--- src/rtl/bus32_epc_arbiter.sv ---
// Two-master round-robin arbiter and sequencer for one 32-bit EPC slave bus.
// A granted master performs a single strobed read or write with a per-access ready timeout.
module bus32_epc_arbiter #(
  parameter int datawidth      = 32,
  parameter int addrwidth      = 8,
  parameter int timeout_cycles = 64
) (
  input  logic                     clock_in,
  input  logic                     reset_n_in,
  input  logic                     m0_req_in,
  input  logic                     m0_wr_in,
  input  logic [addrwidth-1:0]     m0_addr_in,
  input  logic [datawidth-1:0]     m0_wdata_in,
  input  logic [datawidth/8-1:0]   m0_be_in,
  output logic                     m0_ack_out,
  output logic [datawidth-1:0]     m0_rdata_out,
  output logic                     m0_err_out,
  input  logic                     m1_req_in,
  input  logic                     m1_wr_in,
  input  logic [addrwidth-1:0]     m1_addr_in,
  input  logic [datawidth-1:0]     m1_wdata_in,
  input  logic [datawidth/8-1:0]   m1_be_in,
  output logic                     m1_ack_out,
  output logic [datawidth-1:0]     m1_rdata_out,
  output logic                     m1_err_out,
  output logic [addrwidth-1:0]     epc_addr_out,
  output logic [datawidth-1:0]     epc_data_out,
  output logic [datawidth/8-1:0]   epc_be_out,
  output logic                     epc_cs_n_out,
  output logic                     epc_wr_n_out,
  output logic                     epc_rd_n_out,
  input  logic [datawidth-1:0]     epc_data_in,
  input  logic                     epc_rdy_in,
  output logic                     busy_out,
  output logic [1:0]               grant_out,
  output logic                     timeout_pulse_out,
  output logic [1:0]               dbg_state_out
);

  localparam int BEW = datawidth / 8;

  localparam logic [1:0] ST_IDLE    = 2'd0;
  localparam logic [1:0] ST_ACCESS  = 2'd1;
  localparam logic [1:0] ST_CAPTURE = 2'd2;
  localparam logic [1:0] ST_RESP    = 2'd3;

  localparam logic [15:0] TMO_LAST = 16'(timeout_cycles - 1);

  logic [1:0]           r_state;
  logic [15:0]          r_timer;
  logic                 r_wr;
  logic                 r_sel;
  logic                 r_last;
  logic [1:0]           r_grant;
  logic                 r_busy;
  logic [addrwidth-1:0] r_addr;
  logic [datawidth-1:0] r_data;
  logic [BEW-1:0]       r_be;
  logic                 r_cs_n;
  logic                 r_wr_n;
  logic                 r_rd_n;
  logic [datawidth-1:0] r_rdata;
  logic                 r_err;
  logic                 r_tmo;
  logic                 r_m0_ack;
  logic                 r_m0_err;
  logic [datawidth-1:0] r_m0_rdata;
  logic                 r_m1_ack;
  logic                 r_m1_err;
  logic [datawidth-1:0] r_m1_rdata;

  logic                 w_m0_req;
  logic                 w_m1_req;
  logic                 w_pick_m1;
  logic                 w_win;
  logic                 w_wr;
  logic [addrwidth-1:0] w_addr;
  logic [datawidth-1:0] w_data;
  logic [BEW-1:0]       w_be;

  // A master's req is still high during its own ack cycle; that stale level must not re-win.
  assign w_m0_req  = m0_req_in & ~r_m0_ack;
  assign w_m1_req  = m1_req_in & ~r_m1_ack;
  assign w_win     = w_m0_req | w_m1_req;
  // On a tie the master that was not served last wins (r_last: 1 = m1).
  assign w_pick_m1 = w_m1_req & (~w_m0_req | ~r_last);

  assign w_wr   = w_pick_m1 ? m1_wr_in    : m0_wr_in;
  assign w_addr = w_pick_m1 ? m1_addr_in  : m0_addr_in;
  assign w_data = w_pick_m1 ? m1_wdata_in : m0_wdata_in;
  assign w_be   = w_pick_m1 ? m1_be_in    : m0_be_in;

  always_ff @(posedge clock_in or negedge reset_n_in) begin
    if (!reset_n_in) begin
      r_state    <= ST_IDLE;
      r_timer    <= '0;
      r_wr       <= 1'b0;
      r_sel      <= 1'b0;
      r_last     <= 1'b1;
      r_grant    <= 2'b00;
      r_busy     <= 1'b0;
      r_addr     <= '0;
      r_data     <= '0;
      r_be       <= '0;
      r_cs_n     <= 1'b1;
      r_wr_n     <= 1'b1;
      r_rd_n     <= 1'b1;
      r_rdata    <= '0;
      r_err      <= 1'b0;
      r_tmo      <= 1'b0;
      r_m0_ack   <= 1'b0;
      r_m0_err   <= 1'b0;
      r_m0_rdata <= '0;
      r_m1_ack   <= 1'b0;
      r_m1_err   <= 1'b0;
      r_m1_rdata <= '0;
    end else begin
      r_m0_ack   <= 1'b0;
      r_m0_err   <= 1'b0;
      r_m0_rdata <= '0;
      r_m1_ack   <= 1'b0;
      r_m1_err   <= 1'b0;
      r_m1_rdata <= '0;
      r_tmo      <= 1'b0;
      case (r_state)
        ST_IDLE: begin
          if (w_win) begin
            r_sel   <= w_pick_m1;
            r_grant <= w_pick_m1 ? 2'b10 : 2'b01;
            r_busy  <= 1'b1;
            r_wr    <= w_wr;
            r_addr  <= w_addr;
            r_data  <= w_data;
            r_be    <= w_be;
            r_timer <= '0;
            r_rdata <= '0;
            r_err   <= 1'b0;
            r_cs_n  <= 1'b0;
            r_wr_n  <= ~w_wr;
            r_rd_n  <= w_wr;
            r_state <= ST_ACCESS;
          end
        end
        ST_ACCESS: begin
          // Ready takes priority over a timeout falling on the same edge.
          if (epc_rdy_in) begin
            r_cs_n  <= 1'b1;
            r_wr_n  <= 1'b1;
            r_rd_n  <= 1'b1;
            r_err   <= 1'b0;
            r_state <= r_wr ? ST_RESP : ST_CAPTURE;
          end else if (r_timer == TMO_LAST) begin
            r_cs_n  <= 1'b1;
            r_wr_n  <= 1'b1;
            r_rd_n  <= 1'b1;
            r_err   <= 1'b1;
            r_rdata <= '1;
            r_tmo   <= 1'b1;
            r_state <= ST_RESP;
          end else begin
            r_timer <= r_timer + 16'd1;
          end
        end
        ST_CAPTURE: begin
          r_rdata <= epc_data_in;
          r_state <= ST_RESP;
        end
        ST_RESP: begin
          if (r_sel) begin
            r_m1_ack   <= 1'b1;
            r_m1_rdata <= r_rdata;
            r_m1_err   <= r_err;
          end else begin
            r_m0_ack   <= 1'b1;
            r_m0_rdata <= r_rdata;
            r_m0_err   <= r_err;
          end
          r_last  <= r_sel;
          r_busy  <= 1'b0;
          r_state <= ST_IDLE;
        end
        default: begin
          r_busy  <= 1'b0;
          r_state <= ST_IDLE;
        end
      endcase
    end
  end

  assign m0_ack_out        = r_m0_ack;
  assign m0_rdata_out      = r_m0_rdata;
  assign m0_err_out        = r_m0_err;
  assign m1_ack_out        = r_m1_ack;
  assign m1_rdata_out      = r_m1_rdata;
  assign m1_err_out        = r_m1_err;
  assign epc_addr_out      = r_addr;
  assign epc_data_out      = r_data;
  assign epc_be_out        = r_be;
  assign epc_cs_n_out      = r_cs_n;
  assign epc_wr_n_out      = r_wr_n;
  assign epc_rd_n_out      = r_rd_n;
  assign busy_out          = r_busy;
  assign grant_out         = r_grant;
  assign timeout_pulse_out = r_tmo;
  assign dbg_state_out     = r_state;

endmodule

--- config.mk ---
export PLATFORM = sky130hd
export DESIGN_NAME = bus32_epc_arbiter
export DESIGN_NICKNAME = d
export VERILOG_FILES = /design/src/rtl/bus32_epc_arbiter.sv
export SDC_FILE = /design/constraint.sdc
export NUM_CORES = 1
export LEC_CHECK = 0
export CAP_MARGIN = 0
export CORE_ASPECT_RATIO = 1.25
export CORE_UTILIZATION = 25
export DETAILED_ROUTE_END_ITERATION = 10
export PLACE_DENSITY = 0.45
export SYNTH_ARGS = -nofsm -noshare
export SYNTH_HDL_FRONTEND = slang
export SYNTH_SLANG_ARGS = --single-unit
--- constraint.sdc ---
create_clock -name clock_in -period 5.8 [get_ports clock_in]
set_input_delay 1.16 -clock clock_in [delete_from_list [all_inputs] [get_ports clock_in]]
set_output_delay 1.16 -clock clock_in [all_outputs]
set_load 0.01 [all_outputs]
### After elaboration in Yosys (flattened, before gate mapping)

Cells that the tools add are included.

* output and inout port bits: 121
* flip-flop bits (word level): 173
* input port bits: 127
* word-level logic and storage cells: 97

* bitwise gates (word level): 10
* muxes and demuxes: 45
* reduce and logical (&&, ||, !) cells: 10
* equality and inequality tests: 9
* $add $sub $neg: 1

Operators by type and width (number)
* $mux 32: 8
* $pmux 32 s3: 1
* $mux 16: 3
* $pmux 16 s2: 1
* $mux 1: 20
* $add 16x1->16 const B: 1
* $eq 16x6->1 const B: 1
* $pmux 1 s2: 5
* $mux 2: 4
* $mux 8: 1
* $ne 2x2->1 const B: 4
* $pmux 2 s4: 1
* $reduce_and 4->1: 2
* $reduce_and 2->1: 3
* $not 1->1: 5
* $eq 2x2->1 const B: 2
* $mux 4: 1
* $reduce_bool 2->1: 2
* $and 1x1->1: 3
* $ne 3x3->1 const B: 1
* $reduce_and 3->1: 1
* $reduce_bool 3->1: 1
* $eq 2x1->1 const B: 1
* $logic_not 2->1: 1
* $or 1x1->1: 2

### Longest topological paths before layout

Gate-level depths: netlist of the first run.

* word-level depth: 9
* mapped depth: 8
* mapped depth without buffers: 6

### Least setup slack after synthesis of the first run

Ideal clock, no wire load.

* path type: input to register
* start point: input port m1_req_in
* end point: register r_rdata[10]
* slack: 3250 ps
* arrival time: 2425 ps
* required time: 5675 ps
* stages on the path: 5
* buffers on the path: 1
* setup time: 125 ps
* cells stage by stage: nor2b_1 -> nor3_2 -> a211oi_4 -> buf_6 -> mux2_4

* longest elaborated chain between the ends: 4

Ends and longest elaborated chain
* start: declaration: line 18 `input logic m1_req_in,`
* $and 1x1->1: line 83 `assign w_m1_req = m1_req_in & ~r_m1_ack;`
* $or 1x1->1: line 84 `assign w_win = w_m0_req | w_m1_req;`
* $ne 2x2->1 (no source line)
* $reduce_and 4->1 (no source line)
* end signal: assignment: line 165 `r_rdata <= epc_data_in;`
* end: declaration: line 62 `logic [datawidth-1:0] r_rdata;`

Every way passes these cells.
A chain may end at the register's enable or synchronous reset.

### Final worst setup path of the first run

* start point: input port m1_req_in
* end point: register r_data[10], in the netlist epc_data_out[10]

* longest elaborated chain between the ends: 3
* elaborated cells on any way between the ends: 5

Ends and longest elaborated chain
* $and 1x1->1 (*): line 83
* $and 1x1->1 / $or 1x1->1 (equally long branches): line 86, 84
* $mux 32 / $reduce_and 2->1 (equally long branches)
* end signal: assignment: line 133 `r_data <= w_data;`
* end: declaration: line 57 `logic [datawidth-1:0] r_data;`

Every way passes the cells marked *; elsewhere a longest branch is shown, timed or not.

==> results of run 1 <==
==> logic make-up after synthesis <==
logic type / share of synthesized area, %
DFF: 56.6
AOI/OAI and AO/OA: 10.5
and+or+nand+nor: 15.9
muxes: 12.4
adders and majority gates: 0.987
buffers and inverters: 3.55
==> Yosys cell counts (5+ instances only) <==
master / number
a21oi_1: 35
and2_1: 35
and3_1: 37
buf_4: 6
clkbuf_1: 30
dfrtp_1: 168
ha_1: 6
inv_1: 14
mux2_4: 30
mux2i_1: 45
nand2_1: 58
nand3_1: 10
nor2_1: 5
nor2b_1: 39
o211ai_1: 9
o21ai_0: 46
o21ai_1: 10
==> layout make-up <==
class	instances	area share (%)
Clock inverter	12	1.22
Clock buffer	20	4.12
Tap cell	401	4.53
Timing Repair Buffer	258	23.2
Multi-Input combinational cell	430	27.6
Inverter	14	0.474
Sequential cell	172	38.9
==> routing by layer <==
layer	routed length (um)	global-route usage, %	up-vias
li1	-	-	2784
met1	9360	17.6	2778
met2	11300	24.9	149
met3	1120	3.69	15
met4	274	4.31	0
met5	0	0	-
==> flip-flops by register name (all words and copies together) (netlist names), 2 cells and up <==
| register | cells |
|---|---|
| m0_rdata_out | 32 |
| epc_data_out | 32 |
| dbg_state_out | 2 |
| r_rdata | 32 |
| epc_addr_out | 8 |
| epc_be_out | 4 |
| m1_rdata_out | 32 |
| r_timer | 16 |
==> worst max-delay path: stages <==
cell and delay (ns):
clkdlybuf4s50_1 0.45, nor2b_1 0.52, a21boi_4 0.78, buf_12 0.33
mux2i_1 0.24, o21ai_0 0.10
==> power groups by stage <==
stage | logic, mW | registers, mW | clock network, mW
2_1_floorplan | 1.37 | 1.85 | 0
3_3_place_gp | 2.40 | 1.78 | 0
3_5_place_dp | 2.41 | 1.78 | 0
4_1_cts | 2.42 | 1.76 | 1.21
5_1_grt | 2.59 | 1.81 | 1.25
6_report | 2.36 | 1.76 | 1.17
==> worst max-delay path by stage <==
stage	to	slack [ns]	depth (start not counted)
5_1_grt	epc_data_out[10]	2.30	6
3_3_place_gp	epc_data_out[10]	1.98	6
2_1_floorplan	r_rdata[10]	3.25	5
4_1_cts	epc_data_out[10]	2.41	6
6_report	epc_data_out[10]	2.47	6
3_5_place_dp	epc_data_out[10]	1.95	6
==> through the flow <==
| stage | setup slack, ns | hold slack, ns | util [%] | total power, mW | instances |
|---|---|---|---|---|---|
| detailed placement | 1.95 | 0.470 | 34.9 | 4.19 | 1275 |
| finish | 2.47 | 0.476 | 36.9 | 5.29 | 1307 |
| floorplan | 3.25 | 0.441 | - | 3.22 | 661 |
| CTS | 2.41 | 0.485 | 36.9 | 5.39 | 1307 |
| global route | 2.30 | 0.502 | 36.9 | 5.65 | 1307 |
| global placement | 1.98 | 0.460 | 34.9 | 4.18 | 1275 |
==> results.json, run 1 <==
{
  "status": "completed",
  "die_area_sq_um": 31100,
  "first_pass_iters": 4,
  "worst_r2r_endpoint": "r_timer[5]",
  "initial_core_util_pct": 25.3,
  "grt_setup_unrepaired": "no",
  "grt_usage_pct": 14.4,
  "synth_top_area_cell": "dfrtp_1",
  "dieWidth_um": 158,
  "synth_seq_cells": 172,
  "p_leak_nw": 4.95,
  "rows": 71,
  "grt_pass1_vias": 5756,
  "vias_per_cell": 4.38,
  "drtAntennaViolNets": 0,
  "clock_sinks": 172,
  "p_int_mw": 3.40,
  "cts_made_buffers": 17,
  "whs_path_depth": 2,
  "max_freq_ghz": 0.300,
  "final_hold_viol_count": 0,
  "grt_max_degree": 83,
  "fin_setup_tns_ns": 0,
  "yosysTopAreaCellShare_pct": 55.3,
  "power_frac_seq_pct": 33.3,
  "critPathLaunch": "m1_req_in",
  "root_buffer": "clkbuf_16",
  "p_switching_mw": 1.89,
  "grt_overflow": 0,
  "multi_input_area_sq_um": 3060,
  "fin_crit_sh_pct": 57.5,
  "grt_pass1_wl_mm": 33.9,
  "fillers": 3062,
  "antenna_cells": 0,
  "portBuffers": 247,
  "hold_class": "reg -> reg",
  "reg2reg_depth": 7,
  "drv_cap": 0,
  "die_h_um": 197,
  "drc": 0,
  "cts_resized": 0,
  "start_kind": "input pin",
  "num_vias": 5726,
  "ys_seq_area_share_pct": 56.6,
  "final.setup_skew_ns": 0.0120,
  "routed_wirelength_mm": 22.0,
  "power_density_nw_per_um2": 478,
  "r2r_start": "dbg_state_out[1]",
  "syn_to_final_growth_pct": 45.6,
  "switching_share_pct": 35.7,
  "clkPwrFrac_pct": 22.1,
  "maxSlewHeadroom_pct": 35.5,
  "cts_buffer_depth": 2,
  "core_area_sq_um": 30000,
  "worst_pin_slew_ns": 0.967,
  "p_comb_share_pct": 44.6,
  "drt-initial-drc-count": 199,
  "ys_async_sr_fraction_pct": 100,
  "syn_area_sq_um": 7610,
  "syn_area_per_cell_sq_um": 11.5,
  "layout_common_cells": "246 x clkdlybuf4s50_1, 168 x dfrtp_1, 58 x nand2_1",
  "whs_endpoint": "epc_data_out[28]",
  "yosysWarnings": 0,
  "path_class": "in -> reg",
  "placed_area_sq_um": 10500,
  "min_period_ns": 3.33,
  "cp.arrival_ns": 3.62,
  "yosys_most_used_dff": "dfrtp_1",
  "final_cell_area_sq_um": 11100,
  "io_pins": 248,
  "hold_start": "epc_data_out[28]",
  "maxSlewViolCount": 0,
  "r2r_slack_ns": 3.08,
  "seqCellArea_sq_um": 4310,
  "hold_buffers": 0,
  "critPathRequiredTime_ns": 6.09,
  "hpwl_mm": 15.1,
  "final_nets": 1026,
  "synth_area_leaders": "dfrtp_1 55%, mux2_4 5.9%, mux2i_1 5.9%, nor2b_1 3.2%, and3_1 3.0%",
  "synthCells": 661,
  "clk_transition_reported_paths_ns": 0.08,
  "antenna_found_initial": 0,
  "synth_edf_count": 0,
  "wire_per_inst_um": 16.8,
  "finalSetupViolCount": 0,
  "cts_tree": "built",
  "synth_fp_nets": 794,
  "yosysUniqueCellTypes": 58,
  "crit_fanout": 32,
  "worstSetupEndpointType": "flip-flop",
  "cts_setup_buffers": 0,
  "cts_htree_levels": 4,
  "routabilityCongestion": 0.738,
  "ir_worst_vdd_mv": 0.285,
  "layout_commonest_cell": "clkdlybuf4s50_1",
  "drive_gt1_share_pct": 10.2,
  "clock_latency_ns": 0.43
}
(Power assumes the default switching activity.)
==> run 2: changes to the inputs <==
- PLACE_DENSITY: 0.45 -> 0.46
- clock period: 5.8 -> 3 ns (I/O delays scaled with it)
==> results.json, run 2 (same netlist as run 1, synthesis figures left out) <==
{
  "root_buffer": "clkbuf_16",
  "hold_buffers": 0,
  "ir_worst_vdd_mv": 0.536,
  "final.setup_skew_ns": 0.0102,
  "cts_htree_levels": 4,
  "grt_max_degree": 83,
  "grt_usage_pct": 14.8,
  "drt-initial-drc-count": 208,
  "cts_setup_buffers": 0,
  "crit_buf_inv": 2,
  "rows": 71,
  "power_density_nw_per_um2": 937,
  "die_h_um": 197,
  "maxSlewViolCount": 0,
  "initial_core_util_pct": 25.3,
  "r2r_slack_ns": 0.60,
  "clock_latency_ns": 0.43,
  "dieWidth_um": 158,
  "worst_path_max_delay_cell": "or3_1",
  "antenna_cells": 0,
  "routabilityCongestion": 0.766,
  "fin_crit_sh_pct": 79.9,
  "cts_resized": 0,
  "fin_setup_tns_ns": 0,
  "crit_cells": 6,
  "portBuffers": 247,
  "clock_sinks": 172,
  "layout_common_cells": "246 x clkdlybuf4s50_1, 168 x dfrtp_1, 58 x nand2_1",
  "reg2reg_depth": 6,
  "max_stage_delay_ns": 0.47,
  "final_util_pct": 37.4,
  "cts_tree": "built",
  "drc": 0,
  "status": "completed",
  "antenna_found_initial": 0,
  "num_vias": 5747,
  "maxSlewHeadroom_pct": 34.7,
  "hold_class": "in -> async",
  "vias_per_cell": 4.37,
  "worstSetupEndpointType": "flip-flop",
  "die_area_sq_um": 31100,
  "io_pins": 248,
  "worst_pin_slew_ns": 0.980,
  "drive_gt1_share_pct": 11.1,
  "routed_wirelength_mm": 22.4,
  "min_period_ns": 2.40,
  "cts_made_buffers": 17,
  "finalSetupViolCount": 0,
  "max_freq_ghz": 0.417,
  "r2r_start": "dbg_state_out[0]",
  "start_kind": "flip-flop",
  "final_hold_viol_count": 0,
  "final_nets": 1035,
  "drtAntennaViolNets": 0,
  "first_pass_iters": 4,
  "drv_cap": 0,
  "hpwl_mm": 15.4,
  "cpLargestDelayFamily": "simple AND/OR/NAND/NOR gates",
  "cts_buffer_depth": 2,
  "worst_r2r_endpoint": "dbg_state_out[1]",
  "layout_commonest_cell": "clkdlybuf4s50_1",
  "crit_fanout": 7,
  "critPathRequiredTime_ns": 3.32,
  "cp.arrival_ns": 2.71,
  "path_class": "reg -> reg",
  "grt_overflow": 0,
  "crit_chain": "inv_1, ha_1, inv_1, or3_1, o21ai_0, mux2_2",
  "grt_pass1_wl_mm": 34.5,
  "wire_per_inst_um": 17.0,
  "crit_top_cell": "inv_1",
  "syn_to_final_growth_pct": 47.6,
  "clk_transition_reported_paths_ns": 0.07,
  "grt_setup_unrepaired": "no",
  "grt_pass1_vias": 5957,
  "p_leak_nw": 5.03,
  "core_area_sq_um": 30000
}
## run 2: power breakdown
part	switching, mW	internal [mW]	leakage, nW	total (mW)
clock network	0.984	1.45	0.315	2.43
logic	2.29	2.39	2.44	4.69
registers	0.413	2.99	2.27	3.41
total	3.69	6.84	5.03	10.5
## run 2: layout make-up
class,count,area [sq um]
clock buffer,19,453
clock inverter,13,186
tap,401,502
fill,3028,18800
inverter,14,52.6
sequential,172,4310
timing repair buffer,267,2670
multi-input combinational,430,3060
## run 2: worst max-delay path by stage
| stage | start | end | slack (ns) |
|---|---|---|---|
| 3_5_place_dp | epc_rdy_in | r_rdata[0] | 0.30 |
| 5_1_grt | dbg_state_out[0] | dbg_state_out[1] | 0.46 |
| 4_1_cts | dbg_state_out[0] | dbg_state_out[1] | 0.55 |
| 3_3_place_gp | epc_rdy_in | r_rdata[31] | 0.35 |
| 6_report | dbg_state_out[0] | dbg_state_out[1] | 0.60 |
| 2_1_floorplan | dbg_state_out[0] | r_timer[15] | 0.89 |
## run 2: per-layer routing
layer	vias up	wire, um	share of wire (%)	track usage [%]
met5	-	0	0	0
met4	0	425	1.9	5.45
met3	23	956	4.3	3.12
met2	146	11700	52	25.7
met1	2781	9350	42	17.7
li1	2797	-	-	-
## run 2: stage by stage
step                      hold WS, ns  area (sq um)  worst slack, ns  cells  total power [mW]
after global placement          0.461         10600            0.346   1284              8.19
after CTS                       0.121         11200            0.553   1316              10.7
after floorplan                 0.304          7610            0.890    661              6.22
final                          0.0973         11200            0.603   1316              10.5
after global routing            0.130         11200            0.461   1316              11.2
after detailed placement        0.470         10600            0.296   1284              8.23
